$ cat src/rtl/blind_rotation_ctrl.sv
// Blind-rotation sequencer: clears the rotation datapath, streams one polynomial from the
// source BRAM through it and writes the rotated words back into the destination BRAM.
module blind_rotation_ctrl #(
  parameter int BITMASK_SIZE      = 32,
  parameter int BRAM_MAX_SIZE     = 100,
  parameter int DATA_SIZE         = 2,
  parameter int NUM_WORDS         = BRAM_MAX_SIZE,
  parameter int BRAM_READ_LATENCY = 2,
  parameter int WATCHDOG_SLACK    = 16,
  localparam int AW               = $clog2(BRAM_MAX_SIZE)
) (
  input  logic                    clk_in,
  input  logic                    rst_in,
  input  logic                    start_in,
  input  logic [BITMASK_SIZE-1:0] rotation_in,
  output logic                    busy_out,
  output logic                    done_out,
  output logic                    error_out,
  output logic [AW-1:0]           rd_addr_out,
  input  logic [DATA_SIZE-1:0]    rd_data_in,
  output logic                    rot_rst_out,
  output logic [BITMASK_SIZE-1:0] rot_amount_out,
  output logic                    rot_valid_out,
  output logic [AW-1:0]           rot_addr_out,
  output logic [DATA_SIZE-1:0]    rot_data_out,
  input  logic                    rot_valid_in,
  input  logic [AW-1:0]           rot_addr_in,
  input  logic [DATA_SIZE-1:0]    rot_data_in,
  output logic                    wr_en_out,
  output logic [AW-1:0]           wr_addr_out,
  output logic [DATA_SIZE-1:0]    wr_data_out,
  output logic [2:0]              dbg_state_out
);

  localparam int CW     = AW + 1;
  localparam int LAT    = BRAM_READ_LATENCY;
  localparam int WD_MAX = BRAM_READ_LATENCY + WATCHDOG_SLACK + 2;
  localparam int WDW    = $clog2(WD_MAX + 1);
  localparam logic [CW-1:0]  NW       = CW'(NUM_WORDS);
  localparam logic [CW-1:0]  NW_M1    = CW'(NUM_WORDS - 1);
  localparam logic [CW-1:0]  CNT_ONE  = CW'(1);
  localparam logic [WDW-1:0] WD_LIMIT = WDW'(WD_MAX);
  localparam logic [WDW-1:0] WD_ONE   = WDW'(1);

  typedef enum logic [2:0] {
    S_IDLE  = 3'd0,
    S_CLEAR = 3'd1,
    S_READ  = 3'd2,
    S_DRAIN = 3'd3,
    S_DONE  = 3'd4
  } state_t;

  state_t                  state_q, state_d;
  logic [CW-1:0]           rd_cnt_q, rd_cnt_d;
  logic [CW-1:0]           wr_cnt_q, wr_cnt_d;
  logic [CW-1:0]           wr_pend;
  logic [WDW-1:0]          wd_q, wd_d;
  logic [BITMASK_SIZE-1:0] amount_q, amount_d;
  logic                    odd_q, odd_d;
  logic                    err_q, err_d;
  logic                    rd_issue;
  logic [AW-1:0]           rd_addr;
  logic [CW-1:0]           last_rd;
  logic [LAT-1:0]          pipe_v_q;
  logic [AW-1:0]           pipe_a_q [LAT];
  logic                    accept;
  logic                    wr_en_q, wr_en_d;
  logic [AW-1:0]           wr_addr_q, wr_addr_d;
  logic [DATA_SIZE-1:0]    wr_data_q, wr_data_d;

  always_ff @(posedge clk_in) begin
    if (!rst_in) begin
      state_q   <= S_IDLE;
      rd_cnt_q  <= '0;
      wr_cnt_q  <= '0;
      wd_q      <= '0;
      amount_q  <= '0;
      odd_q     <= 1'b0;
      err_q     <= 1'b0;
      pipe_v_q  <= '0;
      for (int i = 0; i < LAT; i++) pipe_a_q[i] <= '0;
      wr_en_q   <= 1'b0;
      wr_addr_q <= '0;
      wr_data_q <= '0;
    end else begin
      state_q   <= state_d;
      rd_cnt_q  <= rd_cnt_d;
      wr_cnt_q  <= wr_cnt_d;
      wd_q      <= wd_d;
      amount_q  <= amount_d;
      odd_q     <= odd_d;
      err_q     <= err_d;
      pipe_v_q[0] <= rd_issue;
      pipe_a_q[0] <= rd_addr;
      for (int i = 1; i < LAT; i++) begin
        pipe_v_q[i] <= pipe_v_q[i-1];
        pipe_a_q[i] <= pipe_a_q[i-1];
      end
      wr_en_q   <= wr_en_d;
      wr_addr_q <= wr_addr_d;
      wr_data_q <= wr_data_d;
    end
  end

  // Odd rotations issue one extra read (address 0) so the datapath can emit every word.
  assign last_rd = odd_q ? NW : NW_M1;

  always_comb begin
    state_d  = state_q;
    rd_cnt_d = rd_cnt_q;
    wr_cnt_d = wr_en_q ? (wr_cnt_q + CNT_ONE) : wr_cnt_q;
    wd_d     = wd_q;
    amount_d = amount_q;
    odd_d    = odd_q;
    err_d    = err_q;
    rd_issue = 1'b0;
    rd_addr  = '0;
    case (state_q)
      S_IDLE: begin
        if (start_in) begin
          amount_d = rotation_in;
          odd_d    = rotation_in[0];
          err_d    = 1'b0;
          state_d  = S_CLEAR;
        end
      end
      S_CLEAR: begin
        rd_cnt_d = '0;
        wr_cnt_d = '0;
        state_d  = S_READ;
      end
      S_READ: begin
        rd_issue = 1'b1;
        rd_addr  = (rd_cnt_q == NW) ? '0 : rd_cnt_q[AW-1:0];
        rd_cnt_d = rd_cnt_q + CNT_ONE;
        if (rd_cnt_q == last_rd) begin
          state_d = S_DRAIN;
          wd_d    = '0;
        end
      end
      S_DRAIN: begin
        wd_d = wd_q + WD_ONE;
        if (wr_cnt_q == NW) begin
          state_d = S_DONE;
        end else if (wd_d == WD_LIMIT) begin
          state_d = S_DONE;
          err_d   = 1'b1;
        end
      end
      S_DONE:  state_d = S_IDLE;
      default: state_d = S_IDLE;
    endcase
  end

  // Valid-only streams, no ready: the datapath takes a word on every cycle rot_valid_out is
  // high, and this block takes a word on every cycle rot_valid_in is high (surplus dropped).
  assign wr_pend = wr_cnt_q + {{AW{1'b0}}, wr_en_q};
  assign accept  = rot_valid_in && ((state_q == S_READ) || (state_q == S_DRAIN)) && (wr_pend < NW);

  always_comb begin
    wr_en_d   = accept;
    wr_addr_d = '0;
    wr_data_d = '0;
    if (accept) begin
      wr_addr_d = rot_addr_in;
      wr_data_d = rot_data_in;
    end
  end

  assign busy_out       = (state_q != S_IDLE);
  assign done_out       = (state_q == S_DONE);
  assign error_out      = (state_q == S_DONE) && err_q;
  assign rd_addr_out    = rd_addr;
  assign rot_rst_out    = !rst_in || (state_q == S_CLEAR);
  assign rot_amount_out = amount_q;
  assign rot_valid_out  = pipe_v_q[LAT-1];
  assign rot_addr_out   = pipe_v_q[LAT-1] ? pipe_a_q[LAT-1] : '0;
  assign rot_data_out   = pipe_v_q[LAT-1] ? rd_data_in : '0;
  assign wr_en_out      = wr_en_q;
  assign wr_addr_out    = wr_addr_q;
  assign wr_data_out    = wr_data_q;
  assign dbg_state_out  = state_q;

endmodule

$ cat config.mk
export PLATFORM = sky130hd
export DESIGN_NAME = blind_rotation_ctrl
export DESIGN_NICKNAME = d
export VERILOG_FILES = /design/src/rtl/blind_rotation_ctrl.sv
export SDC_FILE = /design/constraint.sdc
export NUM_CORES = 1
export LEC_CHECK = 0
export BUFFER_PORTS_ARGS = -buffer_cell sky130_fd_sc_hd__clkbuf_2
export CAP_MARGIN = 20
export CORE_MARGIN = 8
export CORE_UTILIZATION = 35
export CTS_BUF_LIST = sky130_fd_sc_hd__clkbuf_8 sky130_fd_sc_hd__clkbuf_16
export DETAILED_ROUTE_END_ITERATION = 6
export PLACE_DENSITY = 0.64
export SKIP_LAST_GASP = 1
export SYNTH_ARGS = -nofsm -noshare
export SYNTH_HDL_FRONTEND = slang
export SYNTH_SLANG_ARGS = --single-unit
$ cat constraint.sdc
create_clock -name clk_in -period 3.73 [get_ports clk_in]
set_input_delay 0.746 -clock clk_in [delete_from_list [all_inputs] [get_ports clk_in]]
set_output_delay 0.746 -clock clk_in [all_outputs]
set_load 0.02 [all_outputs]
* After elaboration in Yosys (flattened, before gate mapping)
Memories as Yosys holds them, arrays and structs flattened.
Index checks and enable logic that the tools add are counted.
** Cells by class
- Add/subtract/negate cells :: 4
- Order comparisons :: 1
- Equality and inequality tests :: 13
- Muxes and demuxes :: 22
- Bitwise operators :: 3
- Reduce and logical (&&, ||, !) cells :: 17
** Operator list (number)
- 2-to-1 mux 7 bit :: 5
- adder 8 x 1 -> 8 bit, second input constant :: 2
- == test 8 x 7 -> 1 bit, second input constant :: 2
- case mux 8 bit (2 select lines) :: 1
- 2-to-1 mux 3 bit :: 5
- case mux 3 bit (4 select lines) :: 1
- case mux 5 bit (2 select lines) :: 1
- adder 8 x 1 -> 8 bit :: 1
- == test 8 x 7 -> 1 bit :: 1
- less-than comparator 8 x 7 -> 1 bit, second input constant :: 1
- inequality test 2 bit, second input constant :: 4
- == test 3 x 2 -> 1 bit, second input constant :: 2
- 2-to-1 mux 1 bit :: 6
- AND reduction 2 bit :: 3
- nonzero test 2 bit :: 3
- adder 5 x 1 -> 5 bit, second input constant :: 1
- == test 5 bit, second input constant :: 1
- 2-to-1 mux 5 bit :: 1
- AND reduction 4 bit :: 1
- == test 3 x 1 -> 1 bit, second input constant :: 1
- == test 3 bit, second input constant :: 1
- logical AND 1 bit :: 3
- zero test 3 bit :: 1
- inequality test 3 bit, second input constant :: 1
- other kinds (9) :: 11
** Word-level totals
- Bits in registers :: 70
- RAM bits :: 14
- Input port bits :: 47
- Output and inout port bits :: 66
- Logic and storage cells :: 72
- Memories kept :: 1
** Memories
- pipe_a_q :: depth 2, bits a word 7, read ports 2, clocked after memory_dff 0, write ports 2, RTL line 65 : logic [AW-1:0] pipe_a_q [LAT];

* Longest topological paths before layout
- Depth in word-level cells :: 5
- Gate-level depth with buffers :: 6
- Depth with buffers taken out :: 6

* Worst setup path before layout
No wires, ideal clock.
- Path type :: register to output
- Start point :: register state_q[0] (netlist: dbg_state_out[0])
- End point :: output port rd_addr_out[0]
- Arrival time :: 1.538 ns
- Setup slack :: 1.446 ns
- Stages on the path, launching flop included :: 4
- Cells stage by stage :: dfxtp_1 > clkbuf_1 > clkbuf_1 > nor4_1
** Between the ends
- Longest elaborated chain between the ends :: 2
** Ends and longest elaborated chain
- from (decl) :: RTL line 53 : state_t state_q, state_d;
- from (signal assigned) :: RTL line 86 : state_q <= state_d;
- == test 3 x 2 -> 1 bit :: RTL line 118 : case (state_q)
- 2-to-1 mux 7 bit :: RTL line 118
- to (decl) :: RTL line 19 : output logic [AW-1:0] rd_addr_out,
Every way passes these cells.

* Worst setup path after layout
- Start point :: register state_q[0] (netlist: dbg_state_out[0])
- End point :: output port rot_rst_out
** Between the ends
- Longest elaborated chain between the ends :: 2
** Ends and longest elaborated chain
- == test 3 x 1 -> 1 bit :: RTL line 174 : assign rot_rst_out = !rst_in || (state_q == S_CLEAR);
- logical OR 1 bit :: RTL line 174
- to (decl) :: RTL line 21 : output logic rot_rst_out,
Every way passes these cells.

==> results.md <==
Outcome:
- The run finished with clean final reports.

GRT:
- The initial antenna violation count is 0.
- The total routing usage reported by global routing is a little over an eighth.
- The pin count of the biggest net entering global routing is 39.
- For this run the aggregate overflow at the end of global routing stands at 0.
- The via count of the first global-routing pass is approximately 2900.
- The first global-routing pass estimated between 10 and 15 mm of wire.

Placement:
- The placed instances occupy a cell area of 3950 µm².
- The wire-length estimate of the detail-placed layout is 6.304 mm.
- The routability-driven placement congestion ratio is 0.8494.
- The placed cell count is 588.
- The count of buffers inserted at the top-level ports is 112.

Synth:
- The netlist uses 49 different library cells.
- After synthesis, flip-flops and latches occupy 50.17% of the total area.
- The commonest register cell after synthesis is sky130_fd_sc_hd__dfxtp_1.
- The number of nets in the synthesized netlist is approximately 440.
- The async set-or-reset flop fraction in the synthesized netlist is 0%.
- Each instance of the synthesized netlist takes up on average between 8 and 9 µm².
- The yosys synthesis warning count is 0.
- Ranked by total cell area, the synthesized netlist is headed by sky130_fd_sc_hd__dfxtp_1, sky130_fd_sc_hd__nand2_1, sky130_fd_sc_hd__and2_1.
- The synthesized netlist occupies a cell area of about 3300 µm².
- The cell count after synthesis came out at 383.
- The most area-hungry cell type in the Yosys netlist is sky130_fd_sc_hd__dfxtp_1.
- The number of flops mapped to enable cells by yosys is 0.
- After synthesis the netlist holds a flip-flop and latch count of 83.
- After synthesis, the largest area contributor takes up 50.17% of total cell area.

Floorplan:
- The row count is 35.
- The floorplan step defined a die boundary enclosing 12830 µm².
- For this configuration, the core starts out at a cell density of around 36%.
- The top-level port count is between 100 and 150.
- The die is 113.3 µm wide.
- The region available for standard cell placement spans around 9200 µm².
- The vertical die dimension is 113.3 µm.

Detailed routing:
- The detailed router finished its first iteration with 131 violations.
- The number of DRC violations after detailed routing is 0.
- The first detailed-routing pass ran for 5 iterations.
- The total wire length after detailed routing is 8.537 mm.
- The detail route stage leaves a number of antenna-violating nets equal to 0.
- After detailed routing, the number of vias per cell comes to between 4 and 5.
- Detailed routing inserted a total of 2947 vias.
- The routed length per instance is 14.16 µm.

Timing:
- The final critical path time including I/O delays and setup is 2.923 ns.
- The total setup violations reported at the end of the flow is 0.
- The number of hold violations in the final report is 0.
- For the pin with the worst max-slew slack, the measured transition is 0.7502 ns.
- In the finished design, the share of the clock period the worst path needs comes to 78.37%.
- Static timing analysis puts the maximum clock frequency at 0.3421 GHz.
- Headroom to the max-slew limit came out at 49.92%.
- Setup repair after global routing left no endpoint under its margin.
- The max-slew violation count is 0.
- The final setup skew is approximately 0.010 ns.
- In the final timing run, aggregate negative setup slack is 0 ns.

Critical path:
- At the worst endpoint, the required time is 2.98 ns.
- The buffer and inverter count on the worst path is 1.
- Among all stages on the critical path, the largest delay is contributed by sky130_fd_sc_hd__dfxtp_1.
- The arrival time of the worst setup path is around 2.2 ns.
- The nature of the critical path startpoint is a flop.
- The critical path endpoint category is an output port.
- The biggest cell delay along the critical path is about 0.8 ns.
- Along the worst path, the maximum fanout reaches 23.
- The type of the worst setup path is reg -> out.
- The critical path goes through or3b_1 -> nand2_1 -> clkbuf_2.
- The kind of cell adding the most delay to the critical path is flip-flops.

Power:
- The power consumption is about 1900 µW.
- Power spread over the standard cell area amounts to roughly 440 nW/µm².
- Across the VDD grid, the largest voltage drop is 0.1484 mV.
- For this design the static power due to leakage is 0.001888 µW.

Layout:
- The total of fill cells in the finished design is 918.
- The most common cell after layout, fill and taps aside is sky130_fd_sc_hd__clkbuf_2.
- The post-layout instance area is 4182 µm².
- In the final layout, the multi-input gates occupy between 1500 and 2000 µm².
- Once layout is complete, the utilization of the core stands at 45.47%.
- In the final layout, flip-flops and latches occupy between 1500 and 2000 µm².
- The area added between synthesis and finish is 26.26%.
- The final cell count without fillers is 603.
- In the layout the commonest cells are sky130_fd_sc_hd__clkbuf_2, sky130_fd_sc_hd__nand2_1, sky130_fd_sc_hd__dfxtp_1, sky130_fd_sc_hd__and2_1, sky130_fd_sc_hd__a21oi_1.
- The number of antenna repair diodes is 0.
- For this run, the post-layout net count is 541.
- Of the cells placed in the final design, the portion with a size suffix greater than 1 is 27.64%.

CTS:
- The number of H-tree branching levels is 3.
- The cts-stage hold buffer count is 0.
- The number of setup buffers added after CTS is 0.
- TritonCTS built the clock tree.
- The clock latency on the worst-skew pair is 0.36 ns.
- The count of clock tree sinks is 83.
- The quantity of gates resized following cts is 0.
- The clock transition at the registers of the reported paths is 0.08 ns.
- TritonCTS created 9 clock buffers.
- Counting along the longest clock path gives a buffer depth of 2.
- Clock tree synthesis selected as its root buffer the cell sky130_fd_sc_hd__clkbuf_8.

Worst hold path:
- The worst hold path belongs to the class reg -> reg.

Flow run:
- The count of max-cap constraint violations is 0.
-- final timing paths --
path              slack (ns)                 end              from  depth (start not counted)
setup reg to reg        1.75  rot_amount_out[18]  dbg_state_out[0]                          5
hold / removal          0.44      pipe_a_q[0][9]    pipe_a_q[0][2]                          1
hold reg to reg         0.44      pipe_a_q[0][9]    pipe_a_q[0][2]                          1
setup / recovery        0.81         rot_rst_out  dbg_state_out[0]                          3
-- worst register-to-register path, delay by kind of cell (launching register included) --
family	cells	cell delay, ns
AND/OR/NAND/NOR	3	0.87
flip-flops	1	0.56
buffers and inverters	1	0.34
AO/OA/AOI/OAI	1	0.13
-- area by class of cell --
cell class	instances	area share [%]
clock buffer	9	2.962
tap	111	3.321
timing repair buffer	116	14.60
sequential	83	39.74
inverter	9	0.8079
clock inverter	5	1.915
multi-input combinational	270	36.65
-- per-stage QoR --
stage	hold slack [ns]	worst slack, ns
2_1_floorplan	0.4119	1.446
3_3_place_gp	0.4142	1.247
3_5_place_dp	0.4196	1.212
4_1_cts	0.4388	0.8183
5_1_grt	0.4503	0.6456
6_report	0.4350	0.8068
-- metal layers --
metal,vias to the layer above,global-route usage [%],wire [µm]
met5,-,0,0
met4,0,6.572,184
met3,14,3.781,479
met2,78,23.13,4318
met1,1352,14.52,3554
li1,1503,-,-
-- cells in the mapped netlist, drive strengths merged (2+ instances only) --
library cell	n
dfxtp	83
nand2	83
and2	36
a21oi	29
clkbuf	19
a21boi	12
nor2	12
nor3	10
and3	9
inv	9
o21ai	9
a22o	7
nand3	7
nor2b	7
ha	5
nor4	4
or3	4
nand2b	3
xor2	3
a211o	2
a31oi	2
buf	2
mux2i	2
nand3b	2
nand4	2
or4	2
or4bb	2
-- kinds of logic after synthesis --
logic type | synth area share, %
compound gates | 14.47
xor+xnor | 1.058
fa+ha+maj | 1.889
buf+inv | 3.551
flops | 50.17
mux | 0.6045
simple gates | 28.26
-- registers in the layout (all words and copies together) (netlist names) --
register	cells
dbg_state_out	3
err_q	1
pipe_a_q	14
pipe_v_q	2
rd_cnt_q	8
rot_amount_out	32
wd_q	5
wr_addr_out	7
wr_cnt_q	8
wr_data_out	2
wr_en_out	1
-- where the power goes --
| part | internal (µW) | total [µW] | switching, µW |
|---|---|---|---|
| Combinational | 84.0 | 220 | 136 |
| Sequential | 920 | 949 | 28.7 |
| Clock | 368 | 687 | 319 |
| Total | 1370 | 1860 | 484 |
No activity file was read; power rests on OpenSTA's default activity.
